<file path="config.mk">
export PLATFORM = sky130hd
export DESIGN_NAME = pagerank_weight_gen
export DESIGN_NICKNAME = d
export VERILOG_FILES = /design/src/rtl/pagerank_weight_gen.sv
export SDC_FILE = /design/constraint.sdc
export NUM_CORES = 1
export LEC_CHECK = 0
export CAP_MARGIN = 5
export CORE_MARGIN = 2
export CORE_UTILIZATION = 35
export DETAILED_ROUTE_END_ITERATION = 10
export PLACE_DENSITY = 0.57
export SYNTH_ARGS = -nofsm -noshare
export SYNTH_HDL_FRONTEND = slang
export SYNTH_SLANG_ARGS = --single-unit
</file>
<file path="constraint.sdc">
create_clock -name clk -period 4.1 [get_ports clk]
set_input_delay 0.41 -clock clk [delete_from_list [all_inputs] [get_ports clk]]
set_output_delay 0.41 -clock clk [all_outputs]
set_load 0.01 [all_outputs]
</file>
<file path="src/rtl/pagerank_weight_gen.sv">
// Out-degree and reciprocal-weight generator for the PageRank iteration core.
// Define PAGERANK_SELF_LOOP_MASK_EN to exclude diagonal (self-loop) edges from the out-degree.
module pagerank_weight_gen #(
  parameter int N     = 4,
  parameter int WIDTH = 16
) (
  input  logic               clk,
  input  logic               reset,
  input  logic               start,
  input  logic [N*N-1:0]     adjacency,
  output logic [N*WIDTH-1:0] weights,
  output logic [N-1:0]       dangling,
  output logic               busy,
  output logic               done,
  output logic               weights_valid
);

  localparam int DEG_W = $clog2(N + 1);
  localparam int REM_W = WIDTH + DEG_W + 1;
  localparam int K_W   = (N > 1) ? $clog2(N) : 1;
  localparam int IT_W  = (WIDTH > 1) ? $clog2(WIDTH) : 1;
  localparam int IDX_W = (N > 1) ? $clog2(N * N) : 1;

  typedef enum logic [1:0] {
    S_IDLE,
    S_DEG,
    S_DIV,
    S_DONE
  } state_t;

  state_t state, state_next;

  logic [N*N-1:0]   adj_copy;
  logic [K_W-1:0]   k_idx;
  logic [IT_W-1:0]  iter;
  logic [DEG_W-1:0] divisor;
  logic [DEG_W-1:0] deg;
  logic [REM_W-1:0] rem;
  logic [REM_W-1:0] dsh;
  logic [REM_W-1:0] trial;
  logic             trial_ok;
  logic [WIDTH-1:0] quot;
  logic [WIDTH-1:0] quot_final;
  logic [WIDTH-1:0] weight_k;
  logic             last_iter;
  logic             last_node;
  logic [WIDTH-1:0] w_arr [N];

  // Out-degree of node k: popcount of column k of the captured matrix.
  always_comb begin
    logic [IDX_W-1:0] bit_idx;
    deg = '0;
    for (int unsigned j = 0; j < N; j++) begin
      bit_idx = IDX_W'(j * N) + IDX_W'(k_idx);
`ifdef PAGERANK_SELF_LOOP_MASK_EN
      if (K_W'(j) != k_idx) begin
        deg = deg + DEG_W'(adj_copy[bit_idx]);
      end
`else
      deg = deg + DEG_W'(adj_copy[bit_idx]);
`endif
    end
  end

  // Restoring division of 2^WIDTH by deg, using a divisor pre-shifted to the current quotient bit.
  always_comb begin
    trial      = rem - dsh;
    trial_ok   = (rem >= dsh);
    quot_final = {quot[WIDTH-2:0], trial_ok};
    last_iter  = (iter == IT_W'(WIDTH - 1));
    last_node  = (k_idx == K_W'(N - 1));
    if (divisor == '0) begin
      weight_k = '0;
    end else if (divisor == DEG_W'(1)) begin
      weight_k = '1;
    end else begin
      weight_k = quot_final;
    end
  end

  always_comb begin
    state_next = state;
    busy       = 1'b0;
    done       = 1'b0;
    unique case (state)
      S_IDLE: begin
        if (start) begin
          state_next = S_DEG;
        end
      end
      S_DEG: begin
        busy       = 1'b1;
        state_next = S_DIV;
      end
      S_DIV: begin
        busy = 1'b1;
        if (last_iter) begin
          state_next = last_node ? S_DONE : S_DEG;
        end
      end
      S_DONE: begin
        done       = 1'b1;
        state_next = S_IDLE;
      end
      default: state_next = S_IDLE;
    endcase
  end

  always_ff @(posedge clk) begin
    if (!reset) begin
      state <= S_IDLE;
    end else begin
      state <= state_next;
    end
  end

  always_ff @(posedge clk) begin
    if (!reset) begin
      adj_copy      <= '0;
      k_idx         <= '0;
      iter          <= '0;
      divisor       <= '0;
      rem           <= '0;
      dsh           <= '0;
      quot          <= '0;
      dangling      <= '0;
      weights_valid <= 1'b0;
      for (int unsigned i = 0; i < N; i++) begin
        w_arr[i] <= '0;
      end
    end else begin
      unique case (state)
        S_IDLE: begin
          if (start) begin
            adj_copy      <= adjacency;
            weights_valid <= 1'b0;
            k_idx         <= '0;
          end
        end
        S_DEG: begin
          divisor <= deg;
          rem     <= REM_W'(1) << WIDTH;
          dsh     <= REM_W'(deg) << (WIDTH - 1);
          quot    <= '0;
          iter    <= '0;
        end
        S_DIV: begin
          if (trial_ok) begin
            rem <= trial;
          end
          dsh  <= dsh >> 1;
          quot <= quot_final;
          iter <= iter + IT_W'(1);
          if (last_iter) begin
            w_arr[k_idx]    <= weight_k;
            dangling[k_idx] <= (divisor == '0);
            if (last_node) begin
              weights_valid <= 1'b1;
            end else begin
              k_idx <= k_idx + K_W'(1);
            end
          end
        end
        S_DONE: ;
        default: ;
      endcase
    end
  end

  for (genvar g = 0; g < N; g++) begin : g_pack
    assign weights[g*WIDTH +: WIDTH] = w_arr[g];
  end

endmodule
</file>
Word level (Yosys, flattened, before mapping)
Memory sizes are Yosys's and may differ from the RTL's. Cells that the tools add are included.

Memory bits (writable): 64. Bits of input ports: 19. Memories: 1. Logic and storage cells: 91. Flip-flop bits (word level): 87. Output and inout bits: 71.

Memory list: w_arr (depth 4, bits a word 16, read ports 4, clocked after Yosys merged registers in 0, wr ports 4, RTL line 47) `logic [WIDTH-1:0] w_arr [N];`.

Eq/ne operators: 11. Muxes and demuxes: 40. Magnitude comparators: 7. $add $sub $neg: 9. Reductions and logical operators: 13.

Operator list (number): $pmux 20 s2 (2); $mux 16 (3); $pmux 15 s2 (1); $ge 20x20->1 (1); $mux 20 (1); $sub 20x20->20 (1); $mux 1 (16); $reduce_or 16->1 (1); $lt 4x5->1 const B (3); $mux 2 (7); $bmux 1 s4 (3); $ne 2x2->1 const B (5); $pmux 2 s4 (1); $pmux 4 s2 (1); $reduce_and 2->1 (4); $reduce_and 4->1 (2); $eq 2x2->1 const B (3); $lt 2x5->1 const B (1); $add 3x2->4 const A (1); $add 3x3->4 const A (1); $add 4x1->4 const B (1); $add 4x2->4 const A (1); $bwmux 4 (1); $eq 4x4->1 const B (1); 17 further kinds (18).

Longest topological paths before layout
Depth after elaboration: 7. Gate-level depth with buffers: 12. Mapped depth without buffers: 11.

Least setup slack after synthesis
Ideal clock, no wire load.

Path type: flip-flop to flip-flop. From: register k_idx[0]. To: register dsh[16]. Required time: 3963 ps. Arrival time: 2333 ps. Setup slack: 1630 ps. Cell stages (with the launch flop): 10. Setup time: 137 ps. Period minus slack after synthesis: 2470 ps. Buffers on the path: 1. Path through: dfxtp_1 clkbuf_1 mux4_2 inv_1 fa_1 inv_1 ha_1 ha_1 mux2i_1 a211oi_1.

Longest elaborated chain between the ends: 7. Elaborated cells between the ends (all ways): 15. Those cells by class: add/sub: 6; mux: 9.

Ends and longest elaborated chain: start: declaration (RTL line 34) `logic [K_W-1:0] k_idx;`; start signal: assignment (RTL line 160) `k_idx <= k_idx + K_W'(1);`; $add 3x2->4 (RTL line 54) `bit_idx = IDX_W'(j * N) + IDX_W'(k_idx);`; $bmux 1 s4 (RTL line 60) `deg = deg + DEG_W'(adj_copy[bit_idx]);`; $mux 1 (not written as such) (RTL line 60); $add 1x1->2 (RTL line 60); $add 2x1->3 (RTL line 60); $add 3x1->3 (*) (RTL line 60); named net deg[1] (RTL line 37) `logic [DEG_W-1:0] deg;`; $pmux 20 s2 (*) (RTL line 132) `unique case (state)`; end signal: assignment (RTL line 143) `dsh <= REM_W'(deg) << (WIDTH - 1);`; end signal: assignment (RTL line 151) `dsh <= dsh >> 1;`; end: declaration (RTL line 39) `logic [REM_W-1:0] dsh;`.

The timed path passes the listed nets; every way through them passes the cells marked *. The select of a mux whose other input is x is not followed. A chain may end at the register's enable or synchronous reset.

==> impl_results.html <==
<table>
<tr><th>Metric</th><th>Value</th></tr>
<tr><th colspan="2">Status</th></tr>
<tr><td>Result of the run</td><td>finished clean</td></tr>
<tr><th colspan="2">Setup path</th></tr>
<tr><td>Nature of the critical path startpoint</td><td>flip-flop</td></tr>
<tr><td>Ordered cell list for the critical path</td><td>ha_1, and3_1, nand3_1, or3_1, nand2_1</td></tr>
<tr><td>Crit end category</td><td>flip-flop</td></tr>
<tr><td>Worst path arrival time</td><td>~3 ns</td></tr>
<tr><td>Startpoint of the worst register-to-register path</td><td>iter[0]</td></tr>
<tr><td>Max Fanout on Critical Path</td><td>17</td></tr>
<tr><td>Cell with the biggest individual delay on the critical path</td><td>or3_1</td></tr>
<tr><td>Critical Path RT</td><td>between 4 and 5 ns</td></tr>
<tr><td>CP delay by family, top</td><td>simple AND/OR/NAND/NOR gates</td></tr>
<tr><td>Total buffers and inverters traversed by the critical path</td><td>0</td></tr>
<tr><td>Worst setup path startpoint</td><td>iter[0]</td></tr>
<tr><td>Longest individual stage delay on the worst path</td><td>about 0.71 ns</td></tr>
<tr><td>Kind of critical path</td><td>reg2reg</td></tr>
<tr><th colspan="2">Synth</th></tr>
<tr><td>Top_reg_cell synth</td><td>dfxtp_1</td></tr>
<tr><td>Synthesized Nets</td><td>790</td></tr>
<tr><td>Number of enable flip-flop cells after synthesis</td><td>64</td></tr>
<tr><td>Unique masters post-synth</td><td>58</td></tr>
<tr><td>Synth Register Bits</td><td>149</td></tr>
<tr><td>Mean Syn Cell Area</td><td>around 9.4 sq um</td></tr>
<tr><td>Synth Warn #</td><td>0</td></tr>
<tr><td>Asr flop ratio synth</td><td>0%</td></tr>
<tr><td>Share of the yosys chip area belonging to registers</td><td>between 50 and 60%</td></tr>
<tr><td>Post-Syn Area</td><td>around 0.0069 sq mm</td></tr>
<tr><td>Count of mapped cells out of synthesis</td><td>739</td></tr>
<tr><th colspan="2">Global routing</th></tr>
<tr><td>Global-route usage over all layers</td><td>between 15 and 20%</td></tr>
<tr><td>Global route overflow</td><td>0</td></tr>
<tr><td>Number of antenna violations at the first check in global routing</td><td>0</td></tr>
<tr><td>Number of global-route vias before repair</td><td>between 4,000 and 5,000</td></tr>
<tr><td>Global-route wire length before repair</td><td>between 20 and 25 mm</td></tr>
<tr><td>Pin count of the biggest net entering global routing</td><td>49</td></tr>
<tr><th colspan="2">Floorplanning</th></tr>
<tr><td>Starting Density</td><td>35.6%</td></tr>
<tr><td>Count of pins on the block boundary</td><td>90</td></tr>
<tr><td>Number of cell rows</td><td>between 50 and 60</td></tr>
<tr><td>Chip Width</td><td>roughly 140 microns</td></tr>
<tr><td>Full die area</td><td>0.0209 sq mm</td></tr>
<tr><td>DIE HEIGHT</td><td>145 microns</td></tr>
<tr><td>Core ar.</td><td>a little under 0.02 sq mm</td></tr>
<tr><th colspan="2">Timing</th></tr>
<tr><td>Hold violation total from the final report</td><td>0</td></tr>
<tr><td>Setup tns final</td><td>0 ns</td></tr>
<tr><td>Smallest setup slack after layout</td><td>~1.2 ns</td></tr>
<tr><td>Fmax</td><td>between 0.3 and 0.4 GHz</td></tr>
<tr><td>Final number of max-transition violations</td><td>0</td></tr>
<tr><td>RSZ-0062 raised after global routing</td><td>false</td></tr>
<tr><td>Fin Clk Skew</td><td>0.0107 ns</td></tr>
<tr><td>Post-layout min period</td><td>around 2.9 ns</td></tr>
<tr><td>Rel. slew slack</td><td>approximately half</td></tr>
<tr><td>Worst hold slack</td><td>between 0.4 and 0.5 ns</td></tr>
<tr><td>Final clock period utilization by the worst path</td><td>about 70%</td></tr>
<tr><td>Final setup vio count</td><td>0</td></tr>
<tr><td>Worst-Margin Slew</td><td>between 0.7 and 0.8 ns</td></tr>
<tr><th colspan="2">Routing</th></tr>
<tr><td>Detailed Route Iter0 Violations</td><td>about 300</td></tr>
<tr><td>Wirelength, routed</td><td>around 15 mm</td></tr>
<tr><td>DR DRC count</td><td>0</td></tr>
<tr><td>Vias/cell</td><td>4.89</td></tr>
<tr><td>Post-route antenna net violation count</td><td>0</td></tr>
<tr><td>First-pass detailed-route iteration total</td><td>5</td></tr>
<tr><td>Average wire length per cell after detail routing</td><td>14.1 microns</td></tr>
<tr><td>Total via count in the routed design</td><td>around 5,300</td></tr>
<tr><th colspan="2">Clock tree</th></tr>
<tr><td>Count of clock tree sinks</td><td>about 150</td></tr>
<tr><td>Clock-pin transition on the worst setup and hold timing paths</td><td>0.07 ns</td></tr>
<tr><td>Htree depth</td><td>4</td></tr>
<tr><td>Clk Latency, worst-skew pair</td><td>approximately 0.43 ns</td></tr>
<tr><td>Number of gates resized after cts</td><td>0</td></tr>
<tr><td>Clock buffers created by TritonCTS</td><td>17</td></tr>
<tr><td>Setup fix buffers added after clock tree synthesis</td><td>0</td></tr>
<tr><td>Cell chosen for the clock root</td><td>clkbuf_16</td></tr>
<tr><td>Buffer levels on the longest clock path</td><td>2</td></tr>
<tr><td>Number of hold buffers added after cts</td><td>0</td></tr>
<tr><td>TritonCTS clock tree</td><td>built</td></tr>
<tr><th colspan="2">Cells and area</th></tr>
<tr><td>Area grow syn2layout</td><td>24.5%</td></tr>
<tr><td>Leading cell type in the layout, fill and taps excluded</td><td>nor2_1</td></tr>
<tr><td>Antenna Cells</td><td>0</td></tr>
<tr><td>Commonest cells after routing, fill and taps aside</td><td>122 x nor2_1, 89 x clkdlybuf4s50_1, 85 x dfxtp_1</td></tr>
<tr><td>Post-route cell area</td><td>roughly 0.0086 sq mm</td></tr>
<tr><td>Fraction of final layout cells with drive strength greater than 1</td><td>between 6 and 7%</td></tr>
<tr><td>Utilization after layout</td><td>between 40 and 50%</td></tr>
<tr><td>Net count reported at finish</td><td>approximately 860</td></tr>
<tr><td>Final non-filler cell total</td><td>1,088</td></tr>
<tr><th colspan="2">Pwr</th></tr>
<tr><td>Total power</td><td>3.99 mW</td></tr>
<tr><td>Leakage power figure</td><td>approximately 3.2 nW</td></tr>
<tr><td>Total power divided by cell area</td><td>around 460 mW/mm^2</td></tr>
<tr><td>Peak ir drop on the vdd network</td><td>0.304 mV</td></tr>
<tr><th colspan="2">Hold path</th></tr>
<tr><td>HP Class</td><td>reg2reg</td></tr>
<tr><td>Hold wc startpoint</td><td>adj_copy[0]</td></tr>
<tr><th colspan="2">Placed design</th></tr>
<tr><td>Worst-case setup slack after placement</td><td>1.03 ns</td></tr>
<tr><td>Count of placed standard cells including taps</td><td>1,056</td></tr>
<tr><td>Total placed instance area</td><td>about 0.008 sq mm</td></tr>
<tr><td>Final HPWL DP</td><td>about 11 mm</td></tr>
<tr><td>Final GP Congestion</td><td>roughly 0.8</td></tr>
<tr><td>Count of input and output buffers</td><td>just under 90</td></tr>
<tr><th colspan="2">Run</th></tr>
<tr><td>Max_cap viols</td><td>0</td></tr>
</table>
report_power, final:
| part | internal, mW | switching, mW | total [mW] |
|---|---|---|---|
| Sequential | 1.61 | 0.0377 | 1.65 |
| Combinational | 0.320 | 0.449 | 0.769 |
| Clock | 0.872 | 0.700 | 1.57 |
layer usage:
layer | GRT usage (%) | vias to the layer above | wire (microns)
met4 | 4.80 | 0 | 182
met1 | 21.0 | 2485 | 7700
met2 | 22.7 | 122 | 6650
met3 | 4.21 | 15 | 786
met5 | 0 | - | 0
li1 | - | 2695 | -
Yosys cell counts, types with 5 or more instances:
cell	n	area [sq um]
xnor2_1	10	87.6
and2_1	5	31.3
mux2i_1	6	60.1
clkbuf_1	35	131
ha_1	30	375
a21oi_1	79	395
dfxtp_1	85	1700
buf_2	6	30.0
a2bb2oi_1	15	131
nor3_1	6	30.0
xor2_1	5	43.8
nand2_1	73	274
edfxtp_1	64	1920
nor2_1	122	458
nand3_1	35	175
inv_1	42	158
nand2b_1	17	106
o22ai_1	5	31.3
o21ai_0	22	110
flip-flops by register name, indices dropped and copies added, names as in the netlist:
signal,count
iter,4
divisor,3
k_idx,2
weights_valid,1
quot,15
w_arr,64
adj_copy,16
dsh,18
state,2
dangling,4
rem,20
path summary, 6_finish.rpt:
path                                    end  depth (start not counted)  slack, ns
worst max-delay path            w_arr[2][0]                          5       1.24
worst min-delay path            adj_copy[0]                          2       0.45
worst max register to register  w_arr[2][0]                          5       1.24
worst min register to register  adj_copy[0]                          2       0.45
cell type report:
class | instances | area [sq um]
fill | 1901 | 10800
sequential | 149 | 3620
multi-input combinational | 503 | 2980
timing repair buffer | 95 | 936
clock buffer | 17 | 425
tap | 265 | 332
clock inverter | 15 | 176
inverter | 44 | 165
tightest hold or removal path, stage by stage, from the launching register on:
cell and delay [ns]:
dfxtp_1 0.31, nand2_1 0.05, a21oi_1 0.05
cell families after synthesis:
logic type | share of synthesized area [%]
simple gates | 18.3
compound gates | 13.9
flops | 52.3
buf+inv | 4.82
fa+ha+maj | 5.99
xor+xnor | 1.89
mux | 2.82
(Power assumes the default switching activity.)
